**src/rtl/buffer_read_serializer_pkg.sv**
```systemverilog
// buf_rd_pkg: shared FSM encoding, index sizing and word extraction for the
// buffer read serializer. Rev 1.0
`default_nettype none

package buf_rd_pkg;

  typedef enum logic [1:0] {
    ST_IDLE  = 2'd0,
    ST_REQ   = 2'd1,
    ST_WAIT  = 2'd2,
    ST_SHIFT = 2'd3
  } state_e;

  // Upper bounds that make word_slice usable for any legal WIDTH/J pairing.
  localparam int unsigned MAX_WORD_W = 64;
  localparam int unsigned MAX_GRP_W  = 1024;

  function automatic int unsigned idx_width(input int unsigned j);
    return (j <= 2) ? 1 : $clog2(j);
  endfunction

  function automatic logic [MAX_WORD_W-1:0] word_slice(
    input logic [MAX_GRP_W-1:0] grp,
    input int unsigned          idx,
    input int unsigned          width
  );
    logic [MAX_GRP_W-1:0]  shifted;
    logic [MAX_WORD_W-1:0] mask;
    shifted = grp >> (idx * width);
    mask    = (width >= MAX_WORD_W) ? '1
            : ((MAX_WORD_W'(1) << width) - MAX_WORD_W'(1));
    return MAX_WORD_W'(shifted) & mask;
  endfunction

endpackage

`default_nettype wire

```
**src/rtl/buffer_read_serializer.sv**
```systemverilog
// buffer_read_serializer: pulls one J-word group from the width-converting
// buffer and streams it out LSB word first on a valid/ready port. Rev 1.0
`default_nettype none

module buffer_read_serializer
  import buf_rd_pkg::*;
#(
  parameter int WIDTH = 8,
  parameter int J     = 4
) (
  input  logic                 clk,
  input  logic                 rst,
  input  logic                 buf_empty,
  input  logic                 buf_valid,
  input  logic [WIDTH*J-1:0]   buf_par_out,
  output logic                 buf_r_en,
  output logic [WIDTH-1:0]     out_data,
  output logic                 out_valid,
  input  logic                 out_ready,
  output logic                 out_last,
  output logic                 busy
);

  localparam int IDX_W = idx_width(J);
  localparam int GRP_W = WIDTH * J;
  localparam logic [IDX_W-1:0] LAST_IDX = IDX_W'(J - 1);

  state_e             state_q, state_d;
  logic [IDX_W-1:0]   index_q, index_d;
  logic [GRP_W-1:0]   group_q, group_d;
  logic [MAX_GRP_W-1:0] grp_ext;

  always_ff @(posedge clk or negedge rst) begin
    if (!rst) begin
      state_q <= ST_IDLE;
      index_q <= '0;
      group_q <= '0;
    end else begin
      state_q <= state_d;
      index_q <= index_d;
      group_q <= group_d;
    end
  end

  always_comb begin
    state_d = state_q;
    index_d = index_q;
    group_d = group_q;
    case (state_q)
      ST_IDLE: begin
        if (!buf_empty) state_d = ST_REQ;
      end
      // buf_valid during the request cycle cannot belong to this read.
      ST_REQ: begin
        state_d = ST_WAIT;
      end
      ST_WAIT: begin
        if (buf_valid) begin
          group_d = buf_par_out;
          index_d = '0;
          state_d = ST_SHIFT;
        end
      end
      ST_SHIFT: begin
        if (out_ready) begin
          if (index_q == LAST_IDX) begin
            index_d = '0;
            state_d = ST_IDLE;
          end else begin
            index_d = index_q + IDX_W'(1);
          end
        end
      end
      default: state_d = ST_IDLE;
    endcase
  end

  always_comb begin
    grp_ext            = '0;
    grp_ext[GRP_W-1:0] = group_q;
  end

  // Outputs depend only on registered state, never on the inputs.
  always_comb begin
    buf_r_en  = (state_q == ST_REQ);
    out_valid = (state_q == ST_SHIFT);
    out_last  = (state_q == ST_SHIFT) && (index_q == LAST_IDX);
    busy      = (state_q != ST_IDLE);
    out_data  = '0;
    if (state_q == ST_SHIFT)
      out_data = WIDTH'(word_slice(grp_ext, 32'(index_q), WIDTH));
  end

endmodule

`default_nettype wire

```
**config.mk**
```make
export PLATFORM = sky130hd
export DESIGN_NAME = buffer_read_serializer
export DESIGN_NICKNAME = d
export VERILOG_FILES = /design/src/rtl/buffer_read_serializer_pkg.sv /design/src/rtl/buffer_read_serializer.sv
export SDC_FILE = /design/constraint.sdc
export NUM_CORES = 1
export LEC_CHECK = 0
export CAP_MARGIN = 20
export CORE_AREA = 10 10 70 72
export CTS_CLUSTER_SIZE = 20
export DETAILED_ROUTE_END_ITERATION = 12
export DIE_AREA = 0 0 80 82
export PLACE_DENSITY = 0.82
export SYNTH_ARGS = -nofsm -noshare
export SYNTH_HDL_FRONTEND = slang
export SYNTH_SLANG_ARGS = --single-unit
```
**constraint.sdc**
```tcl
create_clock -name clk -period 3.2 [get_ports clk]
set_input_delay 0.96 -clock clk [delete_from_list [all_inputs] [get_ports clk]]
set_output_delay 0.96 -clock clk [all_outputs]
set_load 0.02 [all_outputs]
```
==> run_results.csv, run 1 <==
group,metric,value,unit
outcome,status,"complete, no violations",
sta,finClkSkew,13.52,ps
yosys,synth_top_cell_area_share,0.5206,
clocking,clock_latency,350,ps
placed_design,place_area,2261,µm²
final_layout,utilization,0.6448,
route,postRouteAntennaNets,0,
yosys,syn_area_per_cell,14.79,µm²
yosys,netlist_area,1730,µm²
yosys,ys_seq_area_frac,0.5206,
final_layout,final_cell_mix,"clkdlybuf4s50_1 (47), dfrtp_1 (36), mux2_2 (32)",
sta,setup_violations,0,
yosys,ys_seq_elements,36,
hold_path,hold_end,"group_q[31]$_DFFE_PN0P_",
placed_design,numPortBuffers,48,
hold_path,hold_path_startpoint,"group_q[31]$_DFFE_PN0P_",
yosys,synthCells,117,
sta,worstMarginPinSlew,770.8,ps
route,drt_iter0_drc,42,
clocking,holdBufCountCts,0,
clocking,post_cts_resized,0,
worst_setup_path,rrSetupSlack,1440,ps
grt,grt_pass1_wl,6.065,mm
floorplanning,die_area,6560,µm²
route,via_count,1133,
route,drc,0,
floorplanning,initial_utilization,0.4836,
grt,grt_antenna_before_repair,0,
floorplanning,core_region_area,3578,µm²
final_layout,syn2layout_area_growth,33.33,%
placed_design,post-dp-hpwl,2.923,mm
route,wl,3.711,mm
yosys,synth_cell_types,20,
grt,grtUsageTotal,0.1180,
yosys,syn_nets,160,
worst_setup_path,end_kind,"primary output",
final_layout,fin_area,2307,µm²
yosys,synth-xor-area-share,0,
placed_design,gp_congestion,0.7239,
worst_setup_path,crit_type,"reg2out",
yosys,synth_top_family_by_area,"multiplexers",
sta,final-hold-violation-count,0,
yosys,synth_ff_type,"dfrtp_1",
power,p_leak,0.9659,nW
clocking,clockBufferDepth,2,
yosys,synth_area_leaders,"dfrtp_1 (52%), mux2_2 (21%), mux4_2 (10%)",
yosys,synth-compound-area-share,0.02675,
sta,finalCritPeriodShare,0.9631,
floorplanning,rows,22,
worst_setup_path,crit_arrival,2120,ps
yosys,ys.warnings.count,0,
clocking,clk_pin_slew,110,ps
yosys,synth.area.mux_share,0.3268,
worst_setup_path,crit_path_start_kind,"register",
yosys,synthAdderAreaFrac,0.04338,
final_layout,nets,213,
power,p_per_area,889.2,nW/µm²
final_layout,drive_gt1_frac,0.3118,
sta,rsz0062_at_grt,"false",
worst_setup_path,r2r_end,"state_q[1]$_DFFE_PN0P_",
grt,grt_max_degree,37,
floorplanning,fp.dieH,82,µm
sta,max_freq,324.5,MHz
run,drv_cap,0,
yosys,yosysTopAreaCell,"dfrtp_1",
clocking,h-tree-depth,2,
final_layout,diodes,0,
clocking,cts_num_sinks,36,
hold_path,whs_path_depth,1,
worst_setup_path,r2r-start,"index_q[1]$_DFFE_PN0P_",
worst_setup_path,crit_fanout,7,
final_layout,final_common_cell,"clkdlybuf4s50_1",
sta,min_period,3082,ps
power,peakVddDrop,0.0004559,V
grt,grt_pass1_vias,1276,
sta,drv_slew,0,
hold_path,hold_path.class,"reg2reg",
clocking,cts_tree,"built",
worst_setup_path,cp.required,2240,ps
route,wl_per_cell,17.02,µm
floorplanning,die_w,80,µm
grt,gr-total-overflow,0,
floorplanning,io_pins,49,
sta,tns,0,ps
yosys,synthSimpleGateAreaFrac,0.05351,
clocking,postCtsSetupRepairBufs,0,
worst_setup_path,reg2regPathDepth,4,
route,vias_per_cell,5.197,
yosys,synthArstFlopShare,1.000,
route,dr.pass1.iters,2,
sta,slew_headroom,0.4861,
yosys,synth_edf_count,0,
clocking,cts.root.buffer_cell,"clkbuf_4",
clocking,cts-buffers-inserted,5,
==> cells by family (layout without fill, tap and decap cells) <==
logic type,Yosys count,after routing
multiplexers,42,42
flip-flops,36,36
AND/OR/NAND/NOR,17,17
buffers and inverters,10,63
adder cells (fa/ha/maj),6,6
AO/OA/AOI/OAI,6,6
==> stage by stage <==
stage	worst slack, ps	cells	power, mW	hold slack [ps]
final	118.0	218	2.051	510.8
after CTS	102.9	218	2.078	512.2
after floorplan	982.9	117	1.516	473.9
after global placement	536.7	211	1.788	483.8
after detailed placement	510.3	211	1.853	487.2
after global routing	25.41	218	2.197	528.6
==> report_power, final <==
group / switching, mW / total [mW] / internal [mW]
Sequential: 0.145 / 0.833 / 0.688
Clock: 0.144 / 0.225 / 0.0809
Combinational: 0.383 / 0.994 / 0.611
Total: 0.671 / 2.05 / 1.38
==> synthesized netlist by cell type, types with 4 or more instances <==
cell     number
and2_1        9
buf_2         4
dfrtp_1      36
ha_1          6
inv_1         4
mux2_2       32
mux4_2        8
nand2_1       6
==> sequential cells by signal (all words and copies together) (netlist names) <==
signal	cells
group_q	32
index_q	2
state_q	2
==> worst max path at each step <==
stage | from | to | slack [ps] | cells past startpoint
4_1_cts | index_q[0]$_DFFE_PN0P_ | out_data[1] | 100 | 4
5_1_grt | index_q[0]$_DFFE_PN0P_ | out_data[1] | 30 | 4
2_1_floorplan | index_q[0]$_DFFE_PN0P_ | out_data[0] | 980 | 3
6_report | index_q[0]$_DFFE_PN0P_ | out_data[1] | 120 | 4
3_5_place_dp | index_q[0]$_DFFE_PN0P_ | out_data[1] | 510 | 4
3_3_place_gp | index_q[0]$_DFFE_PN0P_ | out_data[0] | 540 | 4
==> critical path, stage by stage (launching register included) <==
cell,delay (ps)
dfrtp_1,370
buf_4,170
mux4_2,510
and2_1,170
clkdlybuf4s50_1,550
==> layout make-up <==
type                    count  area (µm²)
well taps                  48       60.06
clock buffers               6       41.29
clock inverters             1       5.005
multi-input cells          71       779.5
flip-flops and latches     36       900.9
fillers                   294        1271
inverters                   4       15.01
repair buffers             52       505.5
==> routing by layer <==
layer	GRT usage	up-vias	share of wire
li1	-	528	-
met1	0.1367	565	0.42
met2	0.1974	37	0.49
met3	0.04913	3	0.075
met4	0.03169	0	0.0092
met5	0	-	0
No activity file was read; power rests on OpenSTA's default activity.
==> run 2, diff against run 1 <==
--- a/config.mk
+++ b/config.mk
@@ -7,7 +7,8 @@
 export LEC_CHECK = 0
 export CAP_MARGIN = 20
 export CORE_AREA = 10 10 70 72
-export CTS_CLUSTER_SIZE = 20
+export CTS_CLUSTER_DIAMETER = 50
+export CTS_CLUSTER_SIZE = 8
 export DETAILED_ROUTE_END_ITERATION = 12
 export DIE_AREA = 0 0 80 82
 export PLACE_DENSITY = 0.82
==> results of run 2 <==
The final DEF is identical to that of run 1; final timing and power are the same.
==> run 3, diff against run 2 <==
--- a/config.mk
+++ b/config.mk
@@ -5,13 +5,15 @@
 export SDC_FILE = /design/constraint.sdc
 export NUM_CORES = 1
 export LEC_CHECK = 0
+export ABC_AREA = 1
 export CAP_MARGIN = 20
-export CORE_AREA = 10 10 70 72
+export CORE_AREA = 10 10 71 73
 export CTS_CLUSTER_DIAMETER = 50
 export CTS_CLUSTER_SIZE = 8
 export DETAILED_ROUTE_END_ITERATION = 12
-export DIE_AREA = 0 0 80 82
-export PLACE_DENSITY = 0.82
+export DIE_AREA = 0 0 81 83
+export PLACE_DENSITY = 0.83
+export SETUP_SLACK_MARGIN = 0.1
 export SYNTH_ARGS = -nofsm -noshare
 export SYNTH_HDL_FRONTEND = slang
 export SYNTH_SLANG_ARGS = --single-unit
==> run 3 against run 2 <==
Compared with the run above:
- register-to-register slack got worse by 100 ps
- clock power increased by 44%
- worst setup slack improved by 170 ps
- wire length increased by 17%
- area after synthesis increased by 6.6%
- final cell count increased by 54%
- hold slack improved by 3.0 ps
- die area increased by 2.5%
- non-clock buffer count decreased by 1
- critical path type unchanged
- largest cell class unchanged
- largest power group unchanged
- highest routed layer unchanged
==> run_results.csv, run 3 <==
group,metric,value,unit
placed_design,gp_congestion,0.8880,
final_layout,syn2layout_area_growth,31.68,%
grt,grt_max_degree,37,
worst_setup_path,path_buf_inv,2,
final_layout,utilization,0.6684,
hold_path,whs_path_depth,2,
grt,grt_pass1_vias,1540,
yosys,synth_top_cell_area_share,0.4885,
power,clock_power_share,0.162,
power,peakVddDrop,0.0004529,V
sta,max_freq,342.9,MHz
route,drc,0,
power,finalPower,2.009,mW
clocking,cts.root.buffer_cell,"clkbuf_8",
floorplanning,die_area,6723,µm²
hold_path,hold_end,"group_q[23]$_DFFE_PN0P_",
power,swShare,0.3976,
clocking,postCtsSetupRepairBufs,0,
floorplanning,core_region_area,3633,µm²
grt,grt_antenna_before_repair,0,
final_layout,diodes,0,
clocking,holdBufCountCts,0,
power,p_per_area,827.2,nW/µm²
final_layout,nets,329,
floorplanning,fp.dieH,83,µm
route,wl_per_cell,12.96,µm
power,p_leak,1.227,nW
clocking,cts_tree,"built",
grt,grt_pass1_wl,7.051,mm
yosys,ys_seq_elements,36,
yosys,synthArstFlopShare,1.000,
clocking,post_cts_resized,0,
yosys,ys_seq_area_frac,0.4885,
yosys,synth_cell_types,16,
final_layout,drive_gt1_frac,0.05226,
worst_setup_path,r2r-start,"state_q[0]$_DFFE_PN0P_",
yosys,yosysTopAreaCell,"dfrtp_1",
route,postRouteAntennaNets,0,
yosys,syn_nets,281,
yosys,synth_common_cells,"nand2_1 (47), a21oi_1 (40), inv_1 (39)",
clocking,cts-buffers-inserted,5,
route,vias_per_cell,4.890,
worst_setup_path,cp.required,2240,ps
yosys,synth_edf_count,0,
worst_setup_path,reg2regPathDepth,6,
final_layout,regMostFlops,"group_q",
sta,finClkSkew,4.736,ps
worst_setup_path,critical-path-max-stage-delay,630,ps
placed_design,place_area,2338,µm²
route,via_count,1638,
worst_setup_path,end_kind,"primary output",
hold_path,hold_path.class,"reg2reg",
yosys,synth_ff_type,"dfrtp_1",
final_layout,reg_top3,"group_q: 32 flops, index_q: 2 flops, state_q: 2 flops",
sta,finalCritPeriodShare,0.9112,
final_layout,fin_area,2429,µm²
worst_setup_path,crit_fanout,11,
grt,grtUsageTotal,0.1278,
outcome,status,"complete, no violations",
worst_setup_path,crit_type,"reg2out",
worst_setup_path,slowest_stage,"clkdlybuf4s50_1",
hold_path,hold_path_startpoint,"group_q[23]$_DFFE_PN0P_",
power,p_sw,798.7,µW
power,p_comb_frac,0.470,
sta,fin_ws,284.0,ps
final_layout,fillers,342,
sta,final-hold-violation-count,0,
worst_setup_path,r2r_end,"group_q[15]$_DFFE_PN0P_",
sta,worstMarginPinSlew,494.4,ps
worst_setup_path,cp_top_family,"buffers and inverters",
yosys,synth_area_leaders,"dfrtp_1 (49%), a21oi_1 (11%), nand2_1 (9.6%)",
clocking,clock_latency,280,ps
final_layout,largest_reg_flops,32,
yosys,ys.warnings.count,0,
clocking,clockBufferDepth,2,
sta,min_period,2916,ps
sta,slew_headroom,0.6692,
sta,holdWs,513.8,ps
sta,rsz0062_at_grt,"false",
sta,drv_slew,0,
worst_setup_path,crit_path_start_kind,"register",
route,dr.pass1.iters,5,
sta,tns,0,ps
placed_design,placed_cells,327,
final_layout,final_common_cell,"clkdlybuf4s50_1",
grt,gr-total-overflow,0,
yosys,netlist_area,1844,µm²
worst_setup_path,crit_chain,"inv_2 > nand3_1 > a21oi_1 > clkdlybuf4s50_1",
floorplanning,io_pins,49,
worst_setup_path,rrSetupSlack,1340,ps
floorplanning,rows,22,
run,drv_cap,0,
placed_design,pre_cts_ws,602.8,ps
yosys,synth_most_common_cell,"nand2_1",
clocking,clk_pin_slew,70,ps
route,wl,4.342,mm
placed_design,numPortBuffers,48,
yosys,syn_area_per_cell,7.749,µm²
yosys,synthCells,238,
worst_setup_path,crit_arrival,1960,ps
placed_design,post-dp-hpwl,3.313,mm
clocking,cts_num_sinks,36,
sta,setup_violations,0,
floorplanning,die_w,81,µm
final_layout,final_cell_mix,"clkdlybuf4s50_1 (48), nand2_1 (47), a21oi_1 (40)",
floorplanning,initial_utilization,0.5076,
clocking,h-tree-depth,2,
route,drt_iter0_drc,200,
final_layout,final_cells,335,
power,intPower,1.210,mW
power,p_seq_frac,0.368,
==> run 3: how the worst max path moves through the flow <==
stage                              to                   start  cells after the start  slack [ps]
after floorplan           out_data[5]  index_q[0]$_DFFE_PN0P_                      6        1120
after global placement    out_data[7]  index_q[0]$_DFFE_PN0P_                      5         630
after detailed placement  out_data[4]  index_q[0]$_DFFE_PN0P_                      5         600
after CTS                 out_data[4]  index_q[0]$_DFFE_PN0P_                      5         290
after global routing      out_data[6]  index_q[0]$_DFFE_PN0P_                      5         170
final                     out_data[1]  index_q[1]$_DFFE_PN0P_                      4         280
==> run 3: logic make-up after synthesis <==
logic type	after synthesis	synth area share
AO/OA/AOI/OAI	41	0.1113
flip-flops	36	0.4885
buffers and inverters	51	0.1221
adder cells (fa/ha/maj)	6	0.04070
AND/OR/NAND/NOR	104	0.2375
==> run 3: layer usage <==
layer	part of all wire	GRT usage
met5	0	0
met4	0.014	0.03912
met3	0.098	0.05280
met2	0.45	0.1924
met1	0.44	0.1612
==> run 3: final cells by class <==
type	instances	area, µm²	share of cell area
clock buffer	8	90.09	0.03709
inverter	41	156.4	0.06440
multi-input combinational	151	718.2	0.2957
sequential	36	900.9	0.3709
tap	48	60.06	0.02473
timing repair buffer	51	503.0	0.2071
==> run 3: tightest hold or removal path: stages, from the launching register on <==
cell	delay [ps]
dfrtp_1	320
inv_1	50
a21oi_1	110
==> run 3: power groups by stage <==
stage                     clock (mW)  sequential (mW)  combinational [mW]
final                          0.325            0.739               0.944
after global routing           0.359            0.756                1.07
after CTS                      0.331            0.740               0.954
after detailed placement           0            0.749               0.947
after global placement             0            0.737               0.921
after floorplan                    0            0.714               0.670
